### src/rtl/mem_arbiter_if.sv
// Bundle of the icache, dcache and downstream memory signals that meet at
// the memory arbiter. The arbiter takes the slave view; whatever drives the
// caches and models the memory takes the master view.
interface mem_arbiter_if;
  // icache line-fill port
  logic         icache_read;
  logic [15:0]  icache_address;
  logic [127:0] icache_rdata;
  logic         icache_resp;

  // dcache read/write port
  logic         dcache_read;
  logic         dcache_write;
  logic [15:0]  dcache_address;
  logic [127:0] dcache_wdata;
  logic [127:0] dcache_rdata;
  logic         dcache_resp;

  // downstream memory port
  logic         mem_read;
  logic         mem_write;
  logic [15:0]  mem_address;
  logic [127:0] mem_wdata;
  logic [127:0] mem_rdata;
  logic         mem_resp;

  // arbiter status
  logic         busy;

  modport slave (
    input  icache_read, icache_address,
    output icache_rdata, icache_resp,
    input  dcache_read, dcache_write, dcache_address, dcache_wdata,
    output dcache_rdata, dcache_resp,
    output mem_read, mem_write, mem_address, mem_wdata,
    input  mem_rdata, mem_resp,
    output busy
  );

  modport master (
    output icache_read, icache_address,
    input  icache_rdata, icache_resp,
    output dcache_read, dcache_write, dcache_address, dcache_wdata,
    input  dcache_rdata, dcache_resp,
    input  mem_read, mem_write, mem_address, mem_wdata,
    output mem_rdata, mem_resp,
    input  busy
  );
endinterface

### src/rtl/mem_arbiter.sv
// Two-requester memory arbiter. The icache (line fills) and the dcache
// (reads and writes) share one downstream memory port. The dcache wins
// simultaneous requests, but only STARVE_LIMIT times in a row while the
// icache is waiting; after that the icache is guaranteed the next grant.
// Every output is a register; the memory request is built only from values
// latched at grant time, so requesters may change their inputs freely while
// a transaction is in flight.
module mem_arbiter #(
  parameter int STARVE_LIMIT = 4
) (
  input  logic          clk,
  input  logic          reset,
  mem_arbiter_if.slave  bus
);

  // Counter is at least three bits and always wide enough to hold the limit.
  localparam int CLOG_W = $clog2(STARVE_LIMIT + 1);
  localparam int CNT_W  = (CLOG_W > 3) ? CLOG_W : 3;
  localparam logic [CNT_W-1:0] LIMIT_C = CNT_W'(STARVE_LIMIT);
  localparam logic [CNT_W-1:0] ONE_C   = CNT_W'(1);
  localparam logic [CNT_W-1:0] ZERO_C  = CNT_W'(0);

  typedef enum logic [2:0] {
    IDLE    = 3'd0,
    SERVE_I = 3'd1,
    SERVE_D = 3'd2,
    RESP_I  = 3'd3,
    RESP_D  = 3'd4
  } state_t;

  state_t         state_r;
  logic [CNT_W-1:0] starve_cnt_r;
  logic [15:0]    addr_r;
  logic [127:0]   wdata_r;
  logic           mem_read_r;
  logic           mem_write_r;
  logic [127:0]   icache_rdata_r;
  logic [127:0]   dcache_rdata_r;
  logic           icache_resp_r;
  logic           dcache_resp_r;
  logic           busy_r;

  logic           ipend_s;
  logic           dpend_s;
  logic           dgrant_s;

  assign ipend_s  = bus.icache_read;
  assign dpend_s  = bus.dcache_read | bus.dcache_write;
  // dcache wins unless the icache is waiting and has already been passed
  // over STARVE_LIMIT times.
  assign dgrant_s = dpend_s & (~ipend_s | (starve_cnt_r < LIMIT_C));

  assign bus.mem_read     = mem_read_r;
  assign bus.mem_write    = mem_write_r;
  assign bus.mem_address  = addr_r;
  assign bus.mem_wdata    = wdata_r;
  assign bus.icache_rdata = icache_rdata_r;
  assign bus.dcache_rdata = dcache_rdata_r;
  assign bus.icache_resp  = icache_resp_r;
  assign bus.dcache_resp  = dcache_resp_r;
  assign bus.busy         = busy_r;

  // Arbitration FSM with all outputs registered alongside the state.
  always_ff @(posedge clk or posedge reset) begin
    if (reset) begin
      state_r        <= IDLE;
      starve_cnt_r   <= ZERO_C;
      addr_r         <= 16'h0000;
      wdata_r        <= 128'd0;
      mem_read_r     <= 1'b0;
      mem_write_r    <= 1'b0;
      icache_rdata_r <= 128'd0;
      dcache_rdata_r <= 128'd0;
      icache_resp_r  <= 1'b0;
      dcache_resp_r  <= 1'b0;
      busy_r         <= 1'b0;
    end else begin
      case (state_r)
        IDLE: begin
          icache_resp_r <= 1'b0;
          dcache_resp_r <= 1'b0;
          if (dgrant_s) begin
            // Latch the dcache request; the op decides the memory strobe.
            addr_r      <= bus.dcache_address;
            wdata_r     <= bus.dcache_wdata;
            mem_write_r <= bus.dcache_write;
            mem_read_r  <= ~bus.dcache_write;
            busy_r      <= 1'b1;
            state_r     <= SERVE_D;
            if (ipend_s) begin
              if (starve_cnt_r < LIMIT_C) begin
                starve_cnt_r <= starve_cnt_r + ONE_C;
              end else begin
                starve_cnt_r <= starve_cnt_r;
              end
            end else begin
              starve_cnt_r <= ZERO_C;
            end
          end else if (ipend_s) begin
            // Line fill is always a read; stale wdata is never used.
            addr_r       <= bus.icache_address;
            mem_read_r   <= 1'b1;
            mem_write_r  <= 1'b0;
            starve_cnt_r <= ZERO_C;
            busy_r       <= 1'b1;
            state_r      <= SERVE_I;
          end else begin
            mem_read_r  <= 1'b0;
            mem_write_r <= 1'b0;
            busy_r      <= 1'b0;
            state_r     <= IDLE;
          end
        end

        SERVE_I: begin
          if (bus.mem_resp) begin
            icache_rdata_r <= bus.mem_rdata;
            icache_resp_r  <= 1'b1;
            mem_read_r     <= 1'b0;
            mem_write_r    <= 1'b0;
            state_r        <= RESP_I;
          end else begin
            state_r <= SERVE_I;
          end
        end

        SERVE_D: begin
          if (bus.mem_resp) begin
            // A write completion leaves the last read line untouched.
            if (!mem_write_r) begin
              dcache_rdata_r <= bus.mem_rdata;
            end else begin
              dcache_rdata_r <= dcache_rdata_r;
            end
            dcache_resp_r <= 1'b1;
            mem_read_r    <= 1'b0;
            mem_write_r   <= 1'b0;
            state_r       <= RESP_D;
          end else begin
            state_r <= SERVE_D;
          end
        end

        RESP_I: begin
          icache_resp_r <= 1'b0;
          busy_r        <= 1'b0;
          state_r       <= IDLE;
        end

        RESP_D: begin
          dcache_resp_r <= 1'b0;
          busy_r        <= 1'b0;
          state_r       <= IDLE;
        end

        default: begin
          // Unreachable encodings recover to a quiet idle.
          mem_read_r    <= 1'b0;
          mem_write_r   <= 1'b0;
          icache_resp_r <= 1'b0;
          dcache_resp_r <= 1'b0;
          busy_r        <= 1'b0;
          state_r       <= IDLE;
        end
      endcase
    end
  end

endmodule

### src/flat_wrapper.sv
// flat-port wrapper written by rule: the top's interface ports become plain ports
module mem_arbiter_flat 
#(
  parameter int STARVE_LIMIT = 4
)
  (clk, reset, bus_icache_read, bus_icache_address, bus_icache_rdata, bus_icache_resp, bus_dcache_read, bus_dcache_write, bus_dcache_address, bus_dcache_wdata, bus_dcache_rdata, bus_dcache_resp, bus_mem_read, bus_mem_write, bus_mem_address, bus_mem_wdata, bus_mem_rdata, bus_mem_resp, bus_busy);
  mem_arbiter_if bus_i ();
  input  logic clk;
  input  logic reset;
  input wire logic [$bits(bus_i.icache_read)-1:0] bus_icache_read;
  input wire logic [$bits(bus_i.icache_address)-1:0] bus_icache_address;
  output wire logic [$bits(bus_i.icache_rdata)-1:0] bus_icache_rdata;
  output wire logic [$bits(bus_i.icache_resp)-1:0] bus_icache_resp;
  input wire logic [$bits(bus_i.dcache_read)-1:0] bus_dcache_read;
  input wire logic [$bits(bus_i.dcache_write)-1:0] bus_dcache_write;
  input wire logic [$bits(bus_i.dcache_address)-1:0] bus_dcache_address;
  input wire logic [$bits(bus_i.dcache_wdata)-1:0] bus_dcache_wdata;
  output wire logic [$bits(bus_i.dcache_rdata)-1:0] bus_dcache_rdata;
  output wire logic [$bits(bus_i.dcache_resp)-1:0] bus_dcache_resp;
  output wire logic [$bits(bus_i.mem_read)-1:0] bus_mem_read;
  output wire logic [$bits(bus_i.mem_write)-1:0] bus_mem_write;
  output wire logic [$bits(bus_i.mem_address)-1:0] bus_mem_address;
  output wire logic [$bits(bus_i.mem_wdata)-1:0] bus_mem_wdata;
  input wire logic [$bits(bus_i.mem_rdata)-1:0] bus_mem_rdata;
  input wire logic [$bits(bus_i.mem_resp)-1:0] bus_mem_resp;
  output wire logic [$bits(bus_i.busy)-1:0] bus_busy;
  assign bus_i.icache_read = bus_icache_read;
  assign bus_i.icache_address = bus_icache_address;
  assign bus_icache_rdata = bus_i.icache_rdata;
  assign bus_icache_resp = bus_i.icache_resp;
  assign bus_i.dcache_read = bus_dcache_read;
  assign bus_i.dcache_write = bus_dcache_write;
  assign bus_i.dcache_address = bus_dcache_address;
  assign bus_i.dcache_wdata = bus_dcache_wdata;
  assign bus_dcache_rdata = bus_i.dcache_rdata;
  assign bus_dcache_resp = bus_i.dcache_resp;
  assign bus_mem_read = bus_i.mem_read;
  assign bus_mem_write = bus_i.mem_write;
  assign bus_mem_address = bus_i.mem_address;
  assign bus_mem_wdata = bus_i.mem_wdata;
  assign bus_i.mem_rdata = bus_mem_rdata;
  assign bus_i.mem_resp = bus_mem_resp;
  assign bus_busy = bus_i.busy;
  mem_arbiter #(.STARVE_LIMIT(STARVE_LIMIT)) u_core (.clk(clk), .reset(reset), .bus(bus_i));
endmodule
### config.mk
export PLATFORM = sky130hd
export DESIGN_NAME = mem_arbiter_flat
export DESIGN_NICKNAME = d
export VERILOG_FILES = /design/src/rtl/mem_arbiter_if.sv /design/src/rtl/mem_arbiter.sv /design/src/flat_wrapper.sv
export SDC_FILE = /design/constraint.sdc
export NUM_CORES = 1
export LEC_CHECK = 0
export ABC_AREA = 1
export BUFFER_PORTS_ARGS = -buffer_cell sky130_fd_sc_hd__buf_2
export CORE_AREA = 2 2 273 275
export DETAILED_ROUTE_END_ITERATION = 12
export DIE_AREA = 0 0 275 277
export GPL_TIMING_DRIVEN = 0
export PLACE_DENSITY_LB_ADDON = 0.05
export SKIP_CTS_REPAIR_TIMING = 1
export SYNTH_ARGS = -nofsm -noshare
export SYNTH_HDL_FRONTEND = slang
export SYNTH_SLANG_ARGS = --single-unit
### constraint.sdc
create_clock -name clk -period 15.4 [get_ports clk]
set_input_delay 0.77 -clock clk [delete_from_list [all_inputs] [get_ports clk]]
set_output_delay 0.77 -clock clk [all_outputs]
set_load 0.05 [all_outputs]
==> flow_summary.rst, run 1 <==
.. list-table::
   :header-rows: 1

   * - Metric
     - Value
   * - Result of the run
     - complete, no violations
   * - Post-synth ARST share
     - 100%
   * - Initial antenna violation count
     - 16
   * - Maximum capacitance violations
     - 0
   * - Sequential cell area fraction in the yosys report
     - 63.2%
   * - Area share of the leading cell type in the synthesized netlist
     - 63.2%
   * - Final wirelength
     - between 60,000 and 70,000 µm
   * - Largest net degree at the start of global routing
     - between 90 and 100
   * - Number of enable flip-flop cells after synthesis
     - 0
   * - CTS sink cnt
     - 411
   * - Cell taking the most area after synthesis
     - dfrtp_1
   * - Total Neg Setup Slack
     - 0 ns
   * - Startpoint kind of the worst setup timing path
     - register
   * - Number of CTS-inserted buffers
     - 53
   * - Total gr overflow
     - 0
   * - Final period utilization
     - 13.5%
   * - Fraction of layout instances using a drive strength above 1
     - 34.1%
   * - Input/output buffers
     - 698
   * - Worst slack at placement
     - between 10 and 15 ns
   * - Data required time at the worst endpoint
     - 14.63 ns
   * - Ratio of routed vias to standard cells
     - 4.06
   * - Max transition margin
     - 41.2%
   * - Most common cell in the synthesized netlist
     - nand2_1
   * - Worst IR drop on VDD
     - 0.000110 V
   * - CTS H-Tree Depth
     - 2
   * - Final count of hold timing violations
     - 0
   * - Detailed-route wire length per cell
     - 19.2 µm
   * - Synthesized Nets
     - 2,126
   * - Critical Setup Path Class
     - register to output port
   * - Total iterations of the first detailed-routing run
     - 5
   * - Die Outline Area
     - 76,200 µm²
   * - Source-to-sink clock delay at the later pin of the worst-skew pair
     - around 0.6 ns
   * - Initial Util
     - 22.1%
   * - Pwr/cell area
     - just under 300 nW/µm²
   * - Cell Rows
     - 100
   * - Measured slew at the worst slew-check pin
     - 0.882 ns
   * - TritonCTS clock tree
     - built
   * - Worst min-delay path category
     - input port to asynchronous set/reset pin
   * - Layout Cell Area excl Fill
     - 22,800 µm²
   * - Clock-pin slew on the worst setup and hold paths
     - 0.06 ns
   * - Post-layout total power
     - 6.61 mW
   * - Synthesized flop and latch total
     - 411
   * - Cell Chain, Critical Path
     - buf_2
   * - Static power due to leakage
     - approximately 13 nW
   * - Global placer's final weighted congestion
     - approximately 0.81
   * - Number of primary I/O pins
     - about 700
   * - Most area-consuming cells after synthesis
     - dfrtp_1, nand2_1, nand3_1, inv_1, o21ai_1
   * - Summed instance area of the synthesized netlist
     - 16,300 µm²
   * - Delay of the slowest cell on the worst path
     - 0.38 ns
   * - Number of global-route vias before repair
     - approximately 15k
   * - Max Clock Skew
     - 0.0117 ns
   * - Worst Setup End Kind
     - output port
   * - Number of nets with antenna violations after routing
     - 0
   * - Initial DRC Count
     - 734
   * - Crit path max-delay family
     - flip-flops
   * - Clk Tree Root Cell
     - clkbuf_16
   * - Most instantiated cells after synthesis
     - nand2_1, dfrtp_1, nand3_1
   * - Count of endpoints failing setup in the final report
     - 0
   * - Post-synth top flop
     - dfrtp_1
   * - Highest attainable clock frequency
     - 481 MHz
   * - Residual DRC count
     - 0
   * - Count of unique library cells instantiated by Yosys
     - 22
   * - Total count of max-transition violations in the final report
     - 0
   * - Syn avg cell area
     - 8.88 µm²
   * - Horiz. Die Dim
     - 275 µm
   * - Count of buffering cells on the critical path with inverters included
     - 1
   * - First-pass GRT wire length
     - 101,000 µm
   * - Post-detailed-placement half-perimeter wirelength
     - roughly 53,000 µm
   * - Total area of multi-input combinational cells
     - about 4800 µm²
   * - Area of the core
     - 73,600 µm²
   * - Total placed instance area
     - 21,100 µm²
   * - Number of vias after detailed routing
     - ~15k
   * - Max clock buf depth
     - 3
   * - Largest fanout on the critical path
     - 3
   * - Number of nets in the layout
     - 2,883
   * - Unrepaired setup endpoints after global routing
     - false
   * - Number of warnings printed during yosys synthesis
     - 0
   * - FF-to-FF Start
     - u_core.state_r[0]
   * - GRT Overall Usage
     - between 10% and 20%
   * - Die height
     - 277 µm
   * - Crit. Startpoint
     - u_core.bus.mem_write
   * - Slack of the critical path
     - about 13 ns
   * - Gate count after technology mapping
     - 1,831
   * - Reg area
     - around 10,000 µm²
   * - Util after Layout
     - ~31%
   * - Min cycle time layout
     - 2.08 ns
   * - Number of fill cells in the layout
     - 8,108
   * - Highest-delay cell along the critical path
     - dfrtp_1
   * - Area growth from synthesis to layout
     - 40.5%
   * - Worst path arrival time
     - around 1.3 ns
-- cells by family after synthesis --
kind of cell    synth area share (%)
simple gates                    25.3
flops                           63.2
buf+inv                         7.18
compound gates                  4.19
fa+ha+maj                     0.0769
-- flip-flops by register name, summed over array words and instances, names as in the netlist, 3 cells and up --
register and count:
u_core.bus.dcache_rdata 128, u_core.bus.icache_rdata 128, u_core.bus.mem_wdata 128, u_core.bus.mem_address 16
u_core.starve_cnt_r 3, u_core.state_r 3
-- report_power, final --
part           switching (mW)  internal (mW)
Sequential              0.261           1.58
Clock                   0.489          0.748
Combinational            2.80          0.726
Total                    3.55           3.06
-- per-layer routing --
layer / GRT usage, % / vias to the layer above / part of all wire (%)
met3: 5.39 / 99 / 7.7
li1: - / 7171 / -
met2: 30.7 / 427 / 50
met4: 4.80 / 14 / 2.2
met1: 21.1 / 6940 / 40
met5: 0 / - / 0.11
-- layout by cell type (no fill, tap or decap), types with 2 or more instances in the layout --
master / count
o21ai_0: 30
o21ai_1: 100
inv_2: 4
clkinv_2: 5
buf_2: 770
clkbuf_8: 17
dfrtp_1: 411
nand2_2: 3
inv_1: 137
buf_6: 13
clkbuf_16: 55
buf_16: 4
diode_2: 9
clkbuf_1: 22
nand3_1: 151
nand3_2: 2
nor2_2: 3
buf_4: 14
nor2_1: 3
nand2_1: 874
-- worst register-to-register path, delay by kind of cell, from the launching register on --
family,cells,cell delay (ns)
compound gates,1,0.11
flops,1,0.42
buf+inv,3,1.21
simple gates,2,0.17
-- cell type report --
cell class	instances	area share, %
antenna	9	0.0986
clock inverter	7	0.279
sequential	411	45.0
clock buffer	88	7.31
timing repair buffer	702	15.8
tap	969	5.31
inverter	142	2.37
buffer	105	2.78
multi-input combinational	1173	21.1
-- worst paths after layout --
check	end	slack [ns]	depth (start not counted)
max	bus_mem_write	13.32	1
max in group asynchronous	u_core.bus.icache_rdata[33]	13.88	4
min	u_core.bus.mem_wdata[74]	0.21	2
max reg2reg	u_core.bus.icache_rdata[101]	13.37	6
min reg2reg	u_core.bus.mem_wdata[42]	0.46	2
min in group clk	u_core.bus.mem_wdata[102]	0.38	3
-- through the flow --
| step | hold slack (ns) | instances |
|---|---|---|
| after CTS | 0.218 | 3597 |
| after global placement | 0.451 | 3498 |
| final | 0.208 | 3606 |
| after floorplan | 0.453 | 1831 |
| after global routing | 0.234 | 3605 |
| after detailed placement | 0.453 | 3502 |
No activity file was read; power rests on OpenSTA's default activity.
==> inputs of run 2 (changes only) <==
==> constraint.sdc (replaced) <==
create_clock -name clk -period 2.14 [get_ports clk]
set_input_delay 0.107 -clock clk [delete_from_list [all_inputs] [get_ports clk]]
set_output_delay 0.107 -clock clk [all_outputs]
set_load 0.05 [all_outputs]
==> flow_summary.rst, run 2 (same netlist as run 1, synthesis figures left out) <==
.. list-table::
   :header-rows: 1

   * - Metric
     - Value
   * - Result of the run
     - complete, no violations
   * - Fraction of layout instances using a drive strength above 1
     - 31.1%
   * - FF-to-FF Start
     - u_core.starve_cnt_r[2]
   * - Post-layout total power
     - 48.5 mW
   * - Ratio of routed vias to standard cells
     - around 4.0
   * - Pwr/cell area
     - 1870 nW/µm²
   * - R2R setup slack
     - roughly 0.11 ns
   * - Residual DRC count
     - 0
   * - Startpoint kind of the worst setup timing path
     - register
   * - Global placer's final weighted congestion
     - 0.834
   * - Number of fill cells in the layout
     - just under 8k
   * - Cells on Worst Hold Path
     - 5
   * - Endpoint of the worst hold-timing path
     - u_core.starve_cnt_r[2]
   * - Total area of multi-input combinational cells
     - between 4000 and 5000 µm²
   * - Min cycle time layout
     - roughly 2.0 ns
   * - Worst slack at placement
     - 0.0152 ns
   * - Number of nets with antenna violations after routing
     - 0
   * - Worst reg2reg endpoint
     - u_core.bus.mem_address[8]
   * - Input/output buffers
     - 698
   * - Number of nets in the layout
     - 3,182
   * - Highest attainable clock frequency
     - 493 MHz
   * - Final wirelength
     - 71,000 µm
   * - Initial Util
     - 22.1%
   * - Source-to-sink clock delay at the later pin of the worst-skew pair
     - slightly below 0.6 ns
   * - Max transition margin
     - roughly 60%
   * - Initial DRC Count
     - 871
   * - Most frequent standard cell in the layout excluding fill and tap cells
     - nand2_1
   * - Largest net degree at the start of global routing
     - 38
   * - Number of CTS-inserted buffers
     - 51
   * - Die Outline Area
     - 76,200 µm²
   * - Clock-pin slew on the worst setup and hold paths
     - 0.06 ns
   * - Layout Cell Area excl Fill
     - between 20,000 and 30,000 µm²
   * - Max Clock Skew
     - between 0.01 and 0.015 ns
   * - Most frequent cells in the layout
     - nand2_1, buf_2, dfrtp_1
   * - Horiz. Die Dim
     - 275 µm
   * - Number of global-route vias before repair
     - between 15k and 20k
   * - Util after Layout
     - a little over a third
   * - Total count of max-transition violations in the final report
     - 0
   * - Startpoint of the lowest-slack hold path
     - bus_dcache_read
   * - Slack of the critical path
     - 0.111 ns
   * - Total placed instance area
     - 21,200 µm²
   * - TritonCTS clock tree
     - built
   * - Critical Setup Path Class
     - register to register
   * - First-pass GRT wire length
     - between 100,000 and 150,000 µm
   * - CTS H-Tree Depth
     - 2
   * - Number of primary I/O pins
     - roughly 700
   * - Worst path arrival time
     - 2.56 ns
   * - Worst Setup End Kind
     - register
   * - Total gr overflow
     - 0
   * - Data required time at the worst endpoint
     - between 2 and 3 ns
   * - Placed cell count
     - between 3k and 4k
   * - Largest fanout on the critical path
     - 10
   * - Initial antenna violation count
     - 6
   * - Cell Rows
     - 100
   * - CTS sink cnt
     - 411
   * - Maximum capacitance violations
     - 0
   * - Worst min-delay path category
     - input port to register
   * - Area growth from synthesis to layout
     - 59.8%
   * - Reg area
     - 10,300 µm²
   * - Worst IR drop on VDD
     - 0.00101 V
   * - Area of the core
     - 73,600 µm²
   * - Total iterations of the first detailed-routing run
     - 5
   * - Final count of hold timing violations
     - 0
   * - Measured slew at the worst slew-check pin
     - 0.599 ns
   * - Detailed-route wire length per cell
     - 18.2 µm
   * - Final period utilization
     - 94.8%
   * - Number of vias after detailed routing
     - between 15k and 20k
   * - Cells on worst reg2reg path
     - 8
   * - Die height
     - between 200 and 300 µm
   * - Static power due to leakage
     - around 15 nW
   * - Clk Tree Root Cell
     - clkbuf_16
   * - Count of endpoints failing setup in the final report
     - 0
   * - GRT Overall Usage
     - roughly 18%
   * - Post-detailed-placement half-perimeter wirelength
     - 54,000 µm
   * - Max clock buf depth
     - 3
   * - Final standard cell count with taps included and fillers excluded
     - about 3.9k
==> run 2: cell count changes in the layout (fill, tap and decap cells not counted), sizes merged <==
cell and change:
clkinv +2, dlygate4sd3 +292, diode -5, clkbuf -5, clkinvlp +2, bufinv +3, buf +9, inv -2
==> run 2: area by class of cell <==
class	instances	share of cell area (%)
plain buffers	105	2.45
flip-flops and latches	411	39.6
diodes	4	0.0385
clock buffers	83	6.31
well taps	969	4.67
repair buffers	1003	25.7
inverters	142	2.07
multi-input cells	1173	18.5
clock inverters	12	0.641
==> run 2: worst max-delay path by stage <==
stage	from	end	slack, ns	cells past startpoint
2_1_floorplan	reset	u_core.bus.busy	-3.51	1
3_3_place_gp	reset	u_core.bus.mem_wdata[103]	-6.89	2
3_5_place_dp	u_core.state_r[0]	u_core.bus.icache_rdata[100]	0.02	6
4_1_cts	u_core.state_r[0]	u_core.bus.icache_rdata[100]	0.01	6
5_1_grt	u_core.starve_cnt_r[2]	u_core.bus.mem_address[1]	-0.002	8
6_report	u_core.starve_cnt_r[2]	u_core.bus.mem_address[8]	0.11	8
==> run 2: power by group <==
group	internal [mW]	switching [mW]	leakage (nW)
Combinational	5.61	20.3	8.56
Clock	5.69	3.55	0.893
Sequential	11.4	1.90	5.13
==> run 2: through the flow <==
| step | setup TNS (ns) | hold WS (ns) |
|---|---|---|
| after global placement | -2800.24 | 0.310 |
| after CTS | 0 | -0.453 |
| after detailed placement | 0 | 0.192 |
| after floorplan | -1441.22 | 0.224 |
| after global routing | -0.00174 | 0.135 |
| final | 0 | 0.104 |
==> run 2: metal layers <==
metal	up-vias	track usage [%]	wire (µm)
li1	7764	-	-
met2	440	31.1	35300
met4	4	4.26	1500
met3	90	5.95	5510
met1	7464	21.4	28700
met5	-	0	24
==> run 2: critical path, stage by stage, from the launching register on <==
cell and delay [ns]:
dfrtp_1 0.40, nand2_2 0.10, buf_6 0.15, clkbuf_1 0.45
nand3_1 0.14, nand2_1 0.08, dlygate4sd3_1 0.54, nand2_1 0.05
nand2_1 0.06
==> inputs of run 3 (changes only) <==
--- a/config.mk
+++ b/config.mk
@@ -12,6 +12,7 @@
 export DIE_AREA = 0 0 275 277
 export GPL_TIMING_DRIVEN = 0
 export PLACE_DENSITY_LB_ADDON = 0.05
+export REMOVE_ABC_BUFFERS = 1
 export SKIP_CTS_REPAIR_TIMING = 1
 export SYNTH_ARGS = -nofsm -noshare
 export SYNTH_HDL_FRONTEND = slang
==> flow_summary.rst, run 3 (same netlist as run 1, synthesis figures left out) <==
.. list-table::
   :header-rows: 1

   * - Metric
     - Value
   * - Result of the run
     - complete, no violations
   * - Number of nets with antenna violations after routing
     - 0
   * - Met3 WL
     - 5750 µm
   * - Most frequent cells in the layout
     - nand2_1, buf_2, dfrtp_1
   * - Worst slack at placement
     - -0.561 ns
   * - Total iterations of the first detailed-routing run
     - 5
   * - Util after Layout
     - 34.9%
   * - Number of vias after detailed routing
     - 15.5k
   * - Detailed-route wire length per cell
     - 18.1 µm
   * - Worst IR drop on VDD
     - 0.00104 V
   * - Worst Setup End Kind
     - register
   * - Pwr/cell area
     - approximately 1900 nW/µm²
   * - Total gr overflow
     - 0
   * - Min cycle time layout
     - 1.94 ns
   * - Clock-pin slew on the worst setup and hold paths
     - 0.06 ns
   * - Residual DRC count
     - 0
   * - Input/output buffers
     - 698
   * - Final count of hold timing violations
     - 0
   * - Total placed instance area
     - ~21,000 µm²
   * - Number of fill cells in the layout
     - 7,821
   * - Slack of the critical path
     - 0.201 ns
   * - Cell Rows
     - 100
   * - Layout Cell Area excl Fill
     - ~26,000 µm²
   * - GRT Overall Usage
     - between 10% and 20%
   * - Critical Setup Path Class
     - register to register
   * - Largest fanout on the critical path
     - between 60 and 70
   * - Number of nets in the layout
     - slightly above 3k
   * - Area growth from synthesis to layout
     - 57.9%
   * - Static power due to leakage
     - 14.3 nW
   * - Data required time at the worst endpoint
     - 2.57 ns
   * - Max transition margin
     - 36.7%
   * - Post-detailed-placement half-perimeter wirelength
     - 47,300 µm
   * - Most frequent standard cell in the layout excluding fill and tap cells
     - nand2_1
   * - Horiz. Die Dim
     - 275 µm
   * - Startpoint kind of the worst setup timing path
     - register
   * - CTS sink cnt
     - roughly 410
   * - Die Outline Area
     - 76,200 µm²
   * - Met2 wire length
     - 33,700 µm
   * - Measured slew at the worst slew-check pin
     - 0.950 ns
   * - Largest net degree at the start of global routing
     - 131
   * - Total count of max-transition violations in the final report
     - 0
   * - Number of primary I/O pins
     - between 600 and 700
   * - Max clock buf depth
     - 3
   * - Die height
     - 277 µm
   * - Worst path arrival time
     - 2.37 ns
   * - Fraction of layout instances using a drive strength above 1
     - between 20 and 30%
   * - Count of endpoints failing setup in the final report
     - 0
   * - Ratio of routed vias to standard cells
     - 4.06
   * - Number of global-route vias before repair
     - 14.6k
   * - Smallest hold slack
     - 0.0571 ns
   * - TritonCTS clock tree
     - built
   * - Highest Signal Layer
     - met5
   * - Highest attainable clock frequency
     - 516 MHz
   * - CTS H-Tree Depth
     - 2
   * - First-pass GRT wire length
     - 97,200 µm
   * - Routed metal-1 wirelength
     - between 20,000 and 30,000 µm
   * - Final period utilization
     - 90.6%
   * - Final wirelength
     - 68,800 µm
   * - Maximum capacitance violations
     - 0
   * - Global placer's final weighted congestion
     - 0.788
   * - Area of the core
     - approximately 74,000 µm²
   * - Max Clock Skew
     - 0.0142 ns
   * - Unrepaired setup endpoints after global routing
     - false
   * - Source-to-sink clock delay at the later pin of the worst-skew pair
     - 0.60 ns
   * - Initial DRC Count
     - 598
   * - Initial Util
     - 22.1%
   * - Initial antenna violation count
     - 6
   * - Worst min-delay path category
     - input port to register
   * - Clk Tree Root Cell
     - clkbuf_16
   * - Number of CTS-inserted buffers
     - 52
## run 3: cell types whose count changed in the layout (fill, tap and decap cells not counted), moves of 4 or more
cell | before | now
buf_16 | 1 | 11
clkbuf_8 | 20 | 15
buf_6 | 13 | 0
nor2_4 | 0 | 5
buf_2 | 770 | 698
buf_12 | 12 | 7
clkbuf_1 | 15 | 11
buf_4 | 14 | 7
## run 3: path summary, 6_finish.rpt
| path | from | endpoint | slack, ns | depth (start not counted) |
|---|---|---|---|---|
| max | u_core.state_r[2] | u_core.state_r[1] | 0.20 | 5 |
| min | bus_dcache_read | u_core.starve_cnt_r[2] | 0.06 | 5 |
| max reg2reg | u_core.state_r[2] | u_core.state_r[1] | 0.20 | 5 |
| min reg2reg | u_core.bus.mem_wdata[63] | u_core.bus.mem_wdata[63] | 0.46 | 2 |
| max in group asynchronous | reset | u_core.bus.icache_rdata[31] | 0.75 | 5 |
| min in group asynchronous | reset | u_core.bus.mem_wdata[90] | 0.09 | 3 |
## run 3: stage by stage
stage	instances	TNS, ns	power (mW)
after floorplan	1726	-5099.99	30.9
after global placement	3393	-9887.69	37.7
after detailed placement	3411	-58.49	38.8
after CTS	3501	-63.20	48.1
after global routing	3810	0	51.1
final	3810	0	48.2
## run 3: layout make-up
type	count	area [µm²]	area share (%)
tap	969	1210	4.72
clock inverter	11	163	0.633
inverter	142	557	2.17
clock buffer	79	1570	6.13
antenna	4	10.0	0.0390
timing repair buffer	1015	6910	26.9
multi-input combinational	1178	4960	19.3
timing repair inverter	1	8.76	0.0341
sequential	411	10300	40.1
## run 3: metal layers
metal	GRT usage, %	up-vias
li1	-	7602
met5	0	-
met2	28.6	456
met1	19.6	7313
met4	4.12	4
met3	6.77	79
## run 3: worst max-delay path, cell delays in order (launching register included)
cell and delay [ns]:
dfrtp_1 0.40, clkinvlp_4 0.28, nand2_2 0.29, inv_2 0.21, nand2_8 0.43, o211ai_1 0.15
## run 3: power breakdown
part	internal (mW)	switching [mW]	leakage, nW
Combinational	5.41	20.5	8.33
Sequential	11.4	1.83	5.13
Clock	5.50	3.55	0.859
Total	22.3	25.9	14.3
